### config.mk
export PLATFORM = sky130hd
export DESIGN_NAME = poly_add_ctrl
export DESIGN_NICKNAME = d
export VERILOG_FILES = /design/src/rtl/poly_add_ctrl.sv
export SDC_FILE = /design/constraint.sdc
export NUM_CORES = 1
export LEC_CHECK = 0
export ABC_AREA = 1
export BUFFER_PORTS_ARGS = -buffer_cell sky130_fd_sc_hd__buf_2
export CORE_MARGIN = 2
export CORE_UTILIZATION = 40
export DETAILED_ROUTE_END_ITERATION = 10
export GPL_TIMING_DRIVEN = 0
export HOLD_SLACK_MARGIN = 0.06
export PLACE_DENSITY = 0.67
export SETUP_SLACK_MARGIN = 0.02
export SLEW_MARGIN = 20
export SYNTH_ARGS = -nofsm -noshare
export SYNTH_HDL_FRONTEND = slang
export SYNTH_SLANG_ARGS = --single-unit
export TNS_END_PERCENT = 20
### constraint.sdc
create_clock -name clk -period 1.5 [get_ports clk]
set_input_delay 0.3 -clock clk [delete_from_list [all_inputs] [get_ports clk]]
set_output_delay 0.3 -clock clk [all_outputs]
set_load 0.01 [all_outputs]
### src/rtl/poly_add_ctrl.sv
// ============================================================================
// Module   : poly_add_ctrl
// Purpose  : Sequences one full polynomial addition through the coefficient
//            adder: reads N operand pairs, writes N reduced results, pulses done.
// Revision : 1.0  initial release
// ============================================================================
`default_nettype none

module poly_add_ctrl #(
   parameter int N        = 1024,
   parameter int ADDR_W   = 10,
   parameter int PIPE_LAT = 3
) (
   input  logic              clk,
   input  logic              rst_n,
   input  logic              start,
   output logic              busy,
   output logic              done,
   output logic              rd_en,
   output logic [ADDR_W-1:0] rd_addr,
   output logic              add_en,
   output logic              wr_en,
   output logic [ADDR_W-1:0] wr_addr
);

   localparam int c_flush_w = (PIPE_LAT > 1) ? $clog2(PIPE_LAT) : 1;
   localparam logic [ADDR_W-1:0]    c_last_addr  = ADDR_W'(N - 1);
   localparam logic [c_flush_w-1:0] c_last_flush = c_flush_w'(PIPE_LAT - 1);

   typedef enum logic [1:0] {
      S_IDLE  = 2'd0,
      S_READ  = 2'd1,
      S_FLUSH = 2'd2,
      S_DONE  = 2'd3
   } state_t;

   state_t                 r_state;
   state_t                 w_state_nxt;
   logic [ADDR_W-1:0]      r_cnt;
   logic [ADDR_W-1:0]      w_cnt_nxt;
   logic [c_flush_w-1:0]   r_fcnt;
   logic [c_flush_w-1:0]   w_fcnt_nxt;

   // Delay lines that line up each read with its result leaving the adder.
   logic [PIPE_LAT-1:0]             r_vld_pipe;
   logic [PIPE_LAT-1:0][ADDR_W-1:0] r_addr_pipe;

   always_ff @(posedge clk or negedge rst_n) begin
      if (!rst_n) begin
         r_state <= S_IDLE;
         r_cnt   <= '0;
         r_fcnt  <= '0;
      end else begin
         r_state <= w_state_nxt;
         r_cnt   <= w_cnt_nxt;
         r_fcnt  <= w_fcnt_nxt;
      end
   end

   always_comb begin
      w_state_nxt = r_state;
      w_cnt_nxt   = r_cnt;
      w_fcnt_nxt  = r_fcnt;
      rd_en       = 1'b0;
      add_en      = 1'b0;
      busy        = 1'b0;
      done        = 1'b0;

      case (r_state)
         S_IDLE: begin
            if (start) begin
               w_state_nxt = S_READ;
               w_cnt_nxt   = '0;
               w_fcnt_nxt  = '0;
            end
         end
         S_READ: begin
            rd_en  = 1'b1;
            add_en = 1'b1;
            busy   = 1'b1;
            if (r_cnt == c_last_addr) begin
               w_state_nxt = S_FLUSH;
               w_cnt_nxt   = '0;
            end else begin
               w_cnt_nxt   = r_cnt + 1'b1;
            end
         end
         S_FLUSH: begin
            add_en = 1'b1;
            busy   = 1'b1;
            if (r_fcnt == c_last_flush) begin
               w_state_nxt = S_DONE;
               w_fcnt_nxt  = '0;
            end else begin
               w_fcnt_nxt  = r_fcnt + 1'b1;
            end
         end
         S_DONE: begin
            done        = 1'b1;
            w_state_nxt = S_IDLE;
         end
         default: begin
            w_state_nxt = S_IDLE;
         end
      endcase
   end

   assign rd_addr = r_cnt;

   always_ff @(posedge clk or negedge rst_n) begin
      if (!rst_n) begin
         r_vld_pipe  <= '0;
         r_addr_pipe <= '0;
      end else begin
         r_vld_pipe[0]  <= rd_en;
         r_addr_pipe[0] <= r_cnt;
         for (int i = 1; i < PIPE_LAT; i++) begin
            r_vld_pipe[i]  <= r_vld_pipe[i-1];
            r_addr_pipe[i] <= r_addr_pipe[i-1];
         end
      end
   end

   assign wr_en   = r_vld_pipe[PIPE_LAT-1];
   assign wr_addr = r_addr_pipe[PIPE_LAT-1];

endmodule

`default_nettype wire

Yosys cells after proc, flatten, opt, wreduce, memory -nomap -nowiden --
Index checks and enable logic that the tools add are counted.
Storage, ports and cells: bits in registers 47, logic and storage cells 37, output and inout port bits 25, bits of input ports 3
Operators by class: multiplexer cells 13, $add $sub $neg 2, equality and inequality tests 8, reduce and logical (&&, ||, !) cells 7
Operator list (count):
- 2-to-1 mux 10 bit | 2
- case mux 10 bit (2 select lines) | 1
- adder 10 x 1 -> 10 bit, second input constant | 1
- equality test 10 bit, second input constant | 1
- 2-to-1 mux 2 bit | 5
- case mux 2 bit (4 select lines) | 1
- equality test 2 bit, second input constant | 3
- inequality test 2 bit, second input constant | 3
- case mux 2 bit (2 select lines) | 1
- AND reduction 2 bit | 2
- nonzero test 2 bit | 2
- 2-to-1 mux 1 bit | 3
- AND reduction 3 bit | 1
- adder 2 x 1 -> 2 bit, second input constant | 1
- equality test 2 x 1 -> 1 bit, second input constant | 1
- logical NOT 2 bit | 1
- OR reduction 2 bit | 1

Depth between registers and ports, before layout --
depth in word-level cells 3, depth in mapped cells 10, depth with buffers taken out 10

Worst setup path before layout --
OpenSTA, ideal clock, no wires.
kind flip-flop to flip-flop, start point register r_state[1], end point register r_cnt[7] (netlist: rd_addr[7]), arrival 1.318 ns, setup time 0.118 ns, period minus slack after synthesis 1.436 ns, data required time 1.382 ns, setup slack 0.064 ns, buffers on the path 0, cell stages (with the launch flop) 10, cell sequence dfrtp_1 -> inv_1 -> ha_1 -> inv_1 -> nand2_2 -> nand2_4 -> nor2_4 -> nand3_1 -> nor2_1 -> nor2_2
Between the ends: longest elaborated chain between the ends 3, elaborated cells on any way between the ends 6, those cells by class eq/ne (2); mux (1); reduce/logical (3)
RTL lines:
- start, declared | RTL line 37 | state_t r_state;
- start signal, assigned | RTL line 54 | r_state <= w_state_nxt;
- equality test 2 x 1 -> 1 bit / logical NOT 2 bit (equally long branches) | RTL line 69 | case (r_state)
- nonzero test 2 bit (no source line) / inequality test 2 bit (equally long branches)
- AND reduction 2 bit (no source line)
- end signal, assigned | RTL line 55 | r_cnt <= w_cnt_nxt;
- end, declared | RTL line 39 | logic [ADDR_W-1:0] r_cnt;
Several ways; a longest one is shown, not always the timed one. A chain may end at the register's enable or synchronous reset.

Worst setup path after layout --
start point register r_state[1], end point output busy
Between the ends: longest elaborated chain between the ends 3, elaborated cells on any way between the ends 4, those cells by class eq/ne (2); mux (1); reduce/logical (1)
RTL lines:
- equality test 2 bit / equality test 2 x 1 -> 1 bit (equally long branches) | RTL line 69
- OR reduction 2 bit (no source line) *
- 2-to-1 mux 1 bit * | RTL line 69
- end, declared | RTL line 17 | output logic busy,
Every way passes the cells marked *; elsewhere a longest branch is shown, timed or not.

==> flow_metrics.tcl <==
set metrics [dict create \
    status "finished, violations left" \
    violations "setup timing" \
    grt_use_total 0.1207 \
    synth-seq-area-share 0.6792 \
    rsz0062_at_grt "true" \
    synth_area_leaders "dfrtp_1 (68%), buf_4 (4.8%), nand2_1 (4.1%)" \
    grt_pass1_wl_mm 4.498 \
    row_count 23 \
    ys.flop_type "dfrtp_1" \
    via_per_inst 4.471 \
    htreeDepth 2 \
    yosysMostFrequentCell "dfrtp_1" \
    drtAntennaViolNets 0 \
    port-buffer-count 27 \
    synthArstFlopShare 1.000 \
    worst-path-max-fanout 3 \
    crit_start "r_state[1]" \
    min_period_over_period 1.024 \
    fin_setup_tns_ns -0.03529 \
    finalWorstSetupSlack_ns -0.03529 \
    fill_cells 351 \
    dpl.hpwl_mm 1.807 \
    die_h_microns 69.80 \
    dieArea_sq_um 4871 \
    syn-num-nets 152 \
    r2r_end "rd_addr[3]" \
    antenna_found_initial 0 \
    maxCapViolCount 0 \
    start_util 0.4238 \
    power_density_nw_per_um2 1757 \
    synthTopCellsByCount "dfrtp_1 (47), nand2_1 (19), inv_1 (14)" \
    pin_count 28 \
    synth-seq-cells 47 \
    fp.dieW_microns 69.80 \
    cts_tree "built" \
    required_ns 1.20 \
    ys_warn_count 0 \
    preCtsSetupSlack_ns -0.09711 \
    diodes 0 \
    syn_inst 144 \
    clkTransAtPathRegs_ns 0.08 \
    num_vias 1064 \
    core-area_sq_um 4086 \
    fmax_mhz 651.3 \
    synth_cell_type_count 23 \
    setup_viol 1 \
    worst_pin_slew_ns 0.5602 \
    fin_skew_ns 0.003658 \
    reg2reg_slack_ns 0.04 \
    rr_worst_depth 9 \
    grt_max_degree 48 \
    clk_latency_ns 0.29 \
    place_congestion 0.8551 \
    synth_top_area_share 0.6792 \
    slew-limit-headroom 0.6266 \
    cts.sinks 47 \
    yosysTopAreaCell "dfrtp_1" \
    drt_iter0_drc 81 \
    irDropWorstVdd_mv 0.8982 \
    startpoint_type "register" \
    synthToLayoutAreaGrowth_pct 26.30 \
    min_path_type "register to register" \
    synth_edf_count 0 \
    rr_startpoint "r_state[0]" \
    drive_gt1_frac 0.4255 \
    syn_area_sq_um 1732 \
    hold_viol_final 0 \
    arrival_ns 1.24 \
    cts-root-buf "clkbuf_8" \
    firstDrtPassIters 4 \
    clockBufferDepth 2 \
    slew_viol_final 0 \
    wl_per_cell_microns 11.18 \
    setup.worst_path.class "register to output port" \
    grt_overflow 0 \
    grt_pass1_vias 1027 \
    finalWirelength_mm 2.661 \
    synth_area_per_cell_sq_um 12.03 \
    cts_buffers 5 \
    nets 195 \
    drc 0 \
    endpoint_kind "output port" \
    layout_min_cycle_time_ns 1.535 \
    p_leak_uw 0.001192 \
    crit_end "busy" \
]
-- registers in the layout, indices dropped and copies added, names as in the netlist --
name,cells
r_state,2
rd_addr,10
wr_addr,10
r_vld_pipe,3
r_fcnt,2
r_addr_pipe,20
-- cell type report --
cell class / count / area (sq um) / area share
Timing Repair Buffer: 36 / 214.0 / 0.09783
Sequential cell: 47 / 1176 / 0.5378
Buffer: 11 / 86.33 / 0.03947
Clock inverter: 2 / 60.06 / 0.02746
Multi-Input combinational cell: 69 / 449.2 / 0.2054
Tap cell: 50 / 62.56 / 0.02860
Inverter: 17 / 66.31 / 0.03032
Clock buffer: 6 / 72.57 / 0.03318
-- worst min-delay path by stage --
stage                          startpoint               to  cells after the start
after floorplan                     rst_n   r_addr_pipe[0]                      0
after global placement    r_addr_pipe[17]       wr_addr[7]                      0
after detailed placement   r_addr_pipe[5]  r_addr_pipe[15]                      0
after CTS                           rst_n       wr_addr[2]                      1
after global routing       r_addr_pipe[8]  r_addr_pipe[18]                      0
final                     r_addr_pipe[16]       wr_addr[6]                      0
-- kinds of logic after synthesis --
kind of cell / share of synthesized area
and+or+nand+nor: 0.1445
DFF: 0.6792
AOI/OAI and AO/OA: 0.03396
buffers and inverters: 0.08599
xor gates and xnor gates: 0.02023
adders and majority gates: 0.03613
-- metrics by stage --
stage | cells | power [uW] | utilization | cell area [sq um] | hold WS, ns
floorplan | 144 | 2264 | - | 1732 | 0.004409
global placement | 221 | 2500 | 0.4721 | 1929 | 0.3320
detailed placement | 221 | 2548 | 0.4721 | 1929 | 0.3347
CTS | 233 | 3801 | 0.5193 | 2122 | 0.2017
global route | 238 | 4084 | 0.5352 | 2187 | 0.3617
finish | 238 | 3842 | 0.5352 | 2187 | 0.3511
-- metal layers --
layer  GRT usage  wire (microns)  vias to the layer above
li1            -               -                      524
met1      0.1258            1056                      513
met2      0.2074            1435                       25
met3     0.04360             140                        2
met4     0.07051              29                        0
met5           0               0                        -
-- worst max-delay path: stages (launching register included) --
cell     delay (ns)
dfrtp_1        0.40
inv_2          0.11
ha_4           0.22
buf_6          0.11
buf_6          0.11
-- report_power, final --
part / internal (uW) / switching (uW) / leakage (uW)
clock network: 665 / 379 / 0.0000654
registers: 1460 / 99.0 / 0.000641
logic: 551 / 684 / 0.000486
-- placed cells by master, fill, tap and decap left out, drive strengths merged, types with 2 or more instances in the layout --
cell    instances
bufinv          2
dfrtp          47
inv            17
buf            46
xor2            4
ha              5
nand2          24
nand3           5
nand4           3
o21ai           6
nor2           16
clkbuf          6
a21oi           3
-- repair_timing --
action | CTS | global route
buffers inserted | 4 | 4
setup endpoints to repair | 11 | 15
hold endpoints to repair | 0 | 47
pin swaps | 0 | 1
gates resized for setup | 8 | 6
hold buffers | 0 | 1
(Power assumes the default switching activity.)
